==> src/rtl/dual_voice_pwm_mixer.sv <==
// dual_voice_pwm_mixer
//   Takes the two 1-bit square waves from the note sequencer and detects note
//   starts and silence on each voice. It applies a decaying amplitude envelope to
//   each voice and mixes both into one PWM stream for the buzzer. The PWM period
//   is 256 clocks with an 8-bit duty.
// Ports
//   clk      system clock
//   rst      asynchronous, active-high reset
//   ch_in0   voice 0 square wave (unsynchronised)
//   ch_in1   voice 1 square wave (unsynchronised)
//   pwm_out  mixed PWM output to the buzzer pin
//   active0  voice 0 currently sounding
//   active1  voice 1 currently sounding
//   duty     duty value of the current PWM period (debug)
module dual_voice_pwm_mixer #(
  parameter int unsigned SILENCE_CYC = 30000,
  parameter int unsigned DECAY_CYC   = 12000,
  parameter int unsigned AMP_MAX     = 255,
  parameter int unsigned AMP_SUSTAIN = 128
) (
  input  logic       clk,
  input  logic       rst,
  input  logic       ch_in0,
  input  logic       ch_in1,
  output logic       pwm_out,
  output logic       active0,
  output logic       active1,
  output logic [7:0] duty
);

  localparam int unsigned SCW = $clog2(SILENCE_CYC + 1);
  localparam int unsigned DCW = (DECAY_CYC > 1) ? $clog2(DECAY_CYC) : 1;

  localparam logic [SCW-1:0] SC_MAX  = SCW'(SILENCE_CYC);
  localparam logic [DCW-1:0] DC_LAST = DCW'(DECAY_CYC - 1);
  localparam logic [7:0]     AMP_TOP = 8'(AMP_MAX);
  localparam logic [7:0]     AMP_SUS = 8'(AMP_SUSTAIN);

  logic [1:0]     ch;
  logic [1:0]     meta_q, s_q, s_dly_q;
  logic [1:0]     act_q, act_d;
  logic [SCW-1:0] sc_q   [2];
  logic [SCW-1:0] sc_d   [2];
  logic [7:0]     amp_q  [2];
  logic [7:0]     amp_d  [2];
  logic [DCW-1:0] dcnt_q [2];
  logic [DCW-1:0] dcnt_d [2];

  logic [7:0] pwm_cnt_q, pwm_cnt_d;
  logic [7:0] duty_q, duty_d;
  logic       pwm_q, pwm_d;
  logic [8:0] sum;

  assign ch = {ch_in1, ch_in0};

  // Per-voice silence detection and envelope
  always_comb begin
    act_d = '0;
    for (int unsigned k = 0; k < 2; k++) begin
      logic edge_k, note_on, tick;
      edge_k    = s_q[k] ^ s_dly_q[k];
      note_on   = edge_k && (sc_q[k] == SC_MAX);
      tick      = (dcnt_q[k] == DC_LAST);
      sc_d[k]   = sc_q[k];
      amp_d[k]  = amp_q[k];
      dcnt_d[k] = dcnt_q[k];

      if (edge_k)               sc_d[k] = '0;
      else if (sc_q[k] < SC_MAX) sc_d[k] = sc_q[k] + 1'b1;
      act_d[k] = (sc_d[k] < SC_MAX);

      // A note-on restarts the decay phase, so a tick that falls in the same cycle is dropped
      if (note_on) begin
        amp_d[k]  = AMP_TOP;
        dcnt_d[k] = '0;
      end else begin
        dcnt_d[k] = tick ? '0 : dcnt_q[k] + 1'b1;
        if (tick) begin
          if (act_q[k] && (amp_q[k] > AMP_SUS))
            amp_d[k] = amp_q[k] - 8'd1;
          else if (!act_q[k] && (amp_q[k] != 8'd0))
            amp_d[k] = amp_q[k] - 8'd1;
        end
      end
    end
  end

  // Mixer and PWM
  always_comb begin
    sum       = {1'b0, (s_q[0] ? amp_q[0] : 8'd0)} + {1'b0, (s_q[1] ? amp_q[1] : 8'd0)};
    pwm_cnt_d = pwm_cnt_q + 8'd1;
    duty_d    = (pwm_cnt_q == 8'hFF) ? 8'(sum >> 1) : duty_q;
    // Registered compare against next-state values keeps pwm_q aligned with pwm_cnt_q
    pwm_d     = (pwm_cnt_d < duty_d);
  end

  always_ff @(posedge clk or posedge rst) begin
    if (rst) begin
      meta_q    <= '0;
      s_q       <= '0;
      s_dly_q   <= '0;
      act_q     <= '0;
      for (int unsigned k = 0; k < 2; k++) begin
        sc_q[k]   <= SC_MAX;
        amp_q[k]  <= '0;
        dcnt_q[k] <= '0;
      end
      pwm_cnt_q <= '0;
      duty_q    <= '0;
      pwm_q     <= 1'b0;
    end else begin
      meta_q    <= ch;
      s_q       <= meta_q;
      s_dly_q   <= s_q;
      act_q     <= act_d;
      for (int unsigned k = 0; k < 2; k++) begin
        sc_q[k]   <= sc_d[k];
        amp_q[k]  <= amp_d[k];
        dcnt_q[k] <= dcnt_d[k];
      end
      pwm_cnt_q <= pwm_cnt_d;
      duty_q    <= duty_d;
      pwm_q     <= pwm_d;
    end
  end

  assign pwm_out = pwm_q;
  assign active0 = act_q[0];
  assign active1 = act_q[1];
  assign duty    = duty_q;

endmodule

==> config.mk <==
export PLATFORM = sky130hd
export DESIGN_NAME = dual_voice_pwm_mixer
export DESIGN_NICKNAME = d
export VERILOG_FILES = /design/src/rtl/dual_voice_pwm_mixer.sv
export SDC_FILE = /design/constraint.sdc
export NUM_CORES = 1
export LEC_CHECK = 0
export CAP_MARGIN = 10
export CORE_MARGIN = 2
export CORE_UTILIZATION = 55
export DETAILED_ROUTE_END_ITERATION = 8
export PLACE_DENSITY_LB_ADDON = 0.3
export SYNTH_ARGS = -nofsm -noshare
export SYNTH_HDL_FRONTEND = slang
export SYNTH_SLANG_ARGS = --single-unit
export TNS_END_PERCENT = 5
==> constraint.sdc <==
create_clock -name clk -period 4.9 [get_ports clk]
set_input_delay 1.47 -clock clk [delete_from_list [all_inputs] [get_ports clk]]
set_output_delay 1.47 -clock clk [all_outputs]
set_load 0.1 [all_outputs]
==> results.yml <==
status:
  status: "finished, final reports clean"
power_and_ir_drop:
  power_frac_comb_pct: 4.1
  power_frac_seq_pct: 61.7
  internal_power_mw: 1.03
  p_clk_share_pct: 34.2
  vdd_drop_max_mv: 0.166
  leakagePower_nw: 2.57
  powerDensity_nw_per_um2: 231
  p_sw_share_pct: 24.6
  switchingPower_mw: 0.336
synth:
  async_flop_share_pct: 100
  synth_top_area_share_pct: 38.8
  yosysWarnings: 0
  netlist_top_cells_area: "dfrtp_1 (39%), dfstp_2 (6.7%), xnor2_1 (5.9%)"
  yosys.cell_types.count: 62
  ys_seq_area_share_pct: 45.5
  synth_edf_count: 0
  synthTopCellsByCount: "dfrtp_1 (85), nor2_1 (61), nand2_1 (48), xnor2_1 (37)"
  synth_flop_cell: "dfrtp_1"
  synth_area_um2: 5480
  syn_nets: 597
  yosys.area.top_type: "dfrtp_1"
  avgSynthCellArea_um2: 9.67
  synthCells: 567
  synth_most_common_cell: "dfrtp_1"
  synth_seq_cells: 99
hold_path:
  hp-class: "reg -> reg"
  min_to: "s_q[1]$_DFF_PP0_"
  hp-start: "meta_q[1]$_DFF_PP0_"
  min_path_cells: 0
cts:
  post_cts_resized: 0
  numCtsBuffers: 9
  clock-sinks: 99
  cts-root-buf: "clkbuf_8"
  clk_latency_ns: 0.39
  clock_path_buffers: 2
  clk_pin_slew_ns: 0.10
  cts_setup_buffers: 0
  cts_max_level: 3
  postCtsHoldBufs: 0
  cts_tree: "done"
worst_setup_path:
  end_kind: "primary output"
  critPathSlowestCell: "clkdlybuf4s50_1"
  r2r_start: "s_q[0]$_DFF_PP0_"
  setup.worst_path.start: "act_q[1]$_DFF_PP0_"
  rr_worst_depth: 14
  reg2reg_to: "pwm_out$_DFF_PP0_"
  crit_buf_inv: 1
  cpPeakStageDelay_ns: 1.15
  crit_arrival_ns: 1.94
  cp-start-kind: "flop"
  crit_family: "buffers and inverters"
  cp_max_fo: 3
  rrSetupSlack_ns: 1.62
  required_ns: 3.43
  path_cells: "clkdlybuf4s50_1"
  criticalPathCategory: "reg -> out"
timing:
  fin_worst_skew_ns: 0.0171
  setup_viol: 0
  hold_violations: 0
  setup_tns_ns: 0
  rsz0062_at_grt: "no"
  fmax_mhz: 293
  fin_crit_ns: 3.41
  tightest_slew_ns: 1.11
  maxSlewHeadroom_pct: 25.9
  slew_violations: 0
  min_period_over_period_pct: 69.5
  final.setup.worst_slack_ns: 1.49
detailed_routing:
  ant_nets: 0
  wl_mm: 10.0
  drc: 0
  vias: 3987
  top_layer_used: "met4"
  met2_length_mm: 4.78
  firstDrtPassIters: 5
  routed-wl-met3_um: 313
  drtIter0Drc: 256
  wl_met1_mm: 4.73
  vias_per_cell: 5.55
  wl_per_cell_um: 13.9
floorplan:
  die_area_um2: 10800
  initial_core_util_pct: 56.4
  ios: 15
  design.core.area_um2: 9730
  die_h_um: 104
  rows: 36
  die_w_um: 104
grt:
  grt_overflow: 0
  antenna_found_initial: 0
  grt_pass1_vias: 3912
  grt_usage_pct: 19.6
  grt_max_degree: 67
  grt_pass1_wl_mm: 17.4
placement:
  gp_congestion: 0.878
  pre_cts_ws_ns: 1.68
  portBuffers: 14
  dp_hpwl_mm: 7.22
cells_and_area:
  final_layout_size_suffix_gt1_share_pct: 9.22
  fin_nets: 611
  antenna_cells: 0
  area_growth_syn_to_layout_pct: 7.92
job:
  max-cap-violations: 0
==> power groups by stage <==
stage	clock (mW)	combinational, mW	sequential [mW]
2_1_floorplan	0	0.0420	0.853
3_3_place_gp	0	0.0567	0.856
3_5_place_dp	0	0.0581	0.858
4_1_cts	0.482	0.0583	0.842
5_1_grt	0.515	0.0654	0.844
6_report	0.466	0.0565	0.842
==> metal layers <==
metal	up-vias	GRT usage [%]
li1	1980	-
met1	1940	25.1
met2	53	32.2
met3	14	5.10
met4	0	7.43
met5	-	0
==> kinds of logic after synthesis <==
group                    count (synthesis)  share of synthesized area (%)
AO/OA/AOI/OAI                           80                           9.22
XOR/XNOR                                60                           9.58
adder cells (fa/ha/maj)                 26                           6.07
multiplexers                            15                           2.88
AND/OR/NAND/NOR                        241                           23.3
buffers and inverters                   46                           3.45
flip-flops                              99                           45.5
==> layout by cell type, fill, tap and decap left out, types with 2 or more instances in the layout <==
| cell | count |
|---|---|
| dfrtp_1 | 85 |
| nor2_1 | 61 |
| nand2_1 | 48 |
| xnor2_1 | 37 |
| nand3_1 | 31 |
| inv_1 | 30 |
| ha_1 | 25 |
| a21oi_1 | 24 |
| xor2_1 | 23 |
| o21ai_0 | 23 |
| and2_1 | 20 |
| clkdlybuf4s50_1 | 14 |
| dfstp_2 | 14 |
| nor3_1 | 12 |
| and3_1 | 12 |
| nand4_1 | 10 |
| or3_1 | 10 |
| mux2i_1 | 9 |
| clkbuf_8 | 9 |
| nor4_1 | 8 |
| mux2_2 | 6 |
| o211ai_1 | 6 |
| nand2b_1 | 5 |
| and4_1 | 4 |
| buf_4 | 4 |
| and3_2 | 3 |
| a31oi_1 | 3 |
| clkinv_2 | 3 |
| nor3_2 | 2 |
| o21bai_1 | 2 |
| o21a_1 | 2 |
| o21ai_1 | 2 |
| nor4_4 | 2 |
| nand3b_1 | 2 |
| o31ai_1 | 2 |
| a32oi_1 | 2 |
| nor4_2 | 2 |
| clkbuf_1 | 2 |
==> cell type report <==
| cell class | instances | area [um2] |
|---|---|---|
| clock buffer | 11 | 131 |
| multi-input combinational | 422 | 2800 |
| tap | 133 | 166 |
| sequential | 99 | 2490 |
| inverter | 31 | 119 |
| timing repair buffer | 18 | 170 |
| fill | 830 | 3810 |
| clock inverter | 5 | 31.3 |
==> state kept, by name, summed over array words and instances (netlist names) <==
signal     flops
sc_q          30
act_q          2
duty           8
meta_q         2
pwm_cnt_q      8
s_dly_q        2
amp_q         16
pwm_out        1
dcnt_q        28
s_q            2
==> through the flow <==
stage / std cells / hold slack [ns] / utilization (%) / instance area [um2] / power, mW
final: 719 / 0.358 / 60.8 / 5920 / 1.36
after global routing: 719 / 0.365 / 60.8 / 5920 / 1.42
after CTS: 719 / 0.364 / 60.8 / 5920 / 1.38
after detailed placement: 703 / 0.342 / 59.1 / 5750 / 0.916
after global placement: 703 / 0.334 / 59.1 / 5750 / 0.913
after floorplan: 567 / 0.331 / - / 5480 / 0.895
==> worst max path at each step <==
| stage | endpoint | slack (ns) | cells past startpoint |
|---|---|---|---|
| 6_report | active1 | 1.49 | 1 |
| 5_1_grt | pwm_out$_DFF_PP0_ | 1.24 | 14 |
| 4_1_cts | active1 | 1.47 | 1 |
| 3_5_place_dp | pwm_out$_DFF_PP0_ | 1.68 | 14 |
| 3_3_place_gp | pwm_out$_DFF_PP0_ | 1.83 | 14 |
| 2_1_floorplan | act_q[0]$_DFF_PP0_ | 0.86 | 1 |
Power figures use the tool's default switching activity.
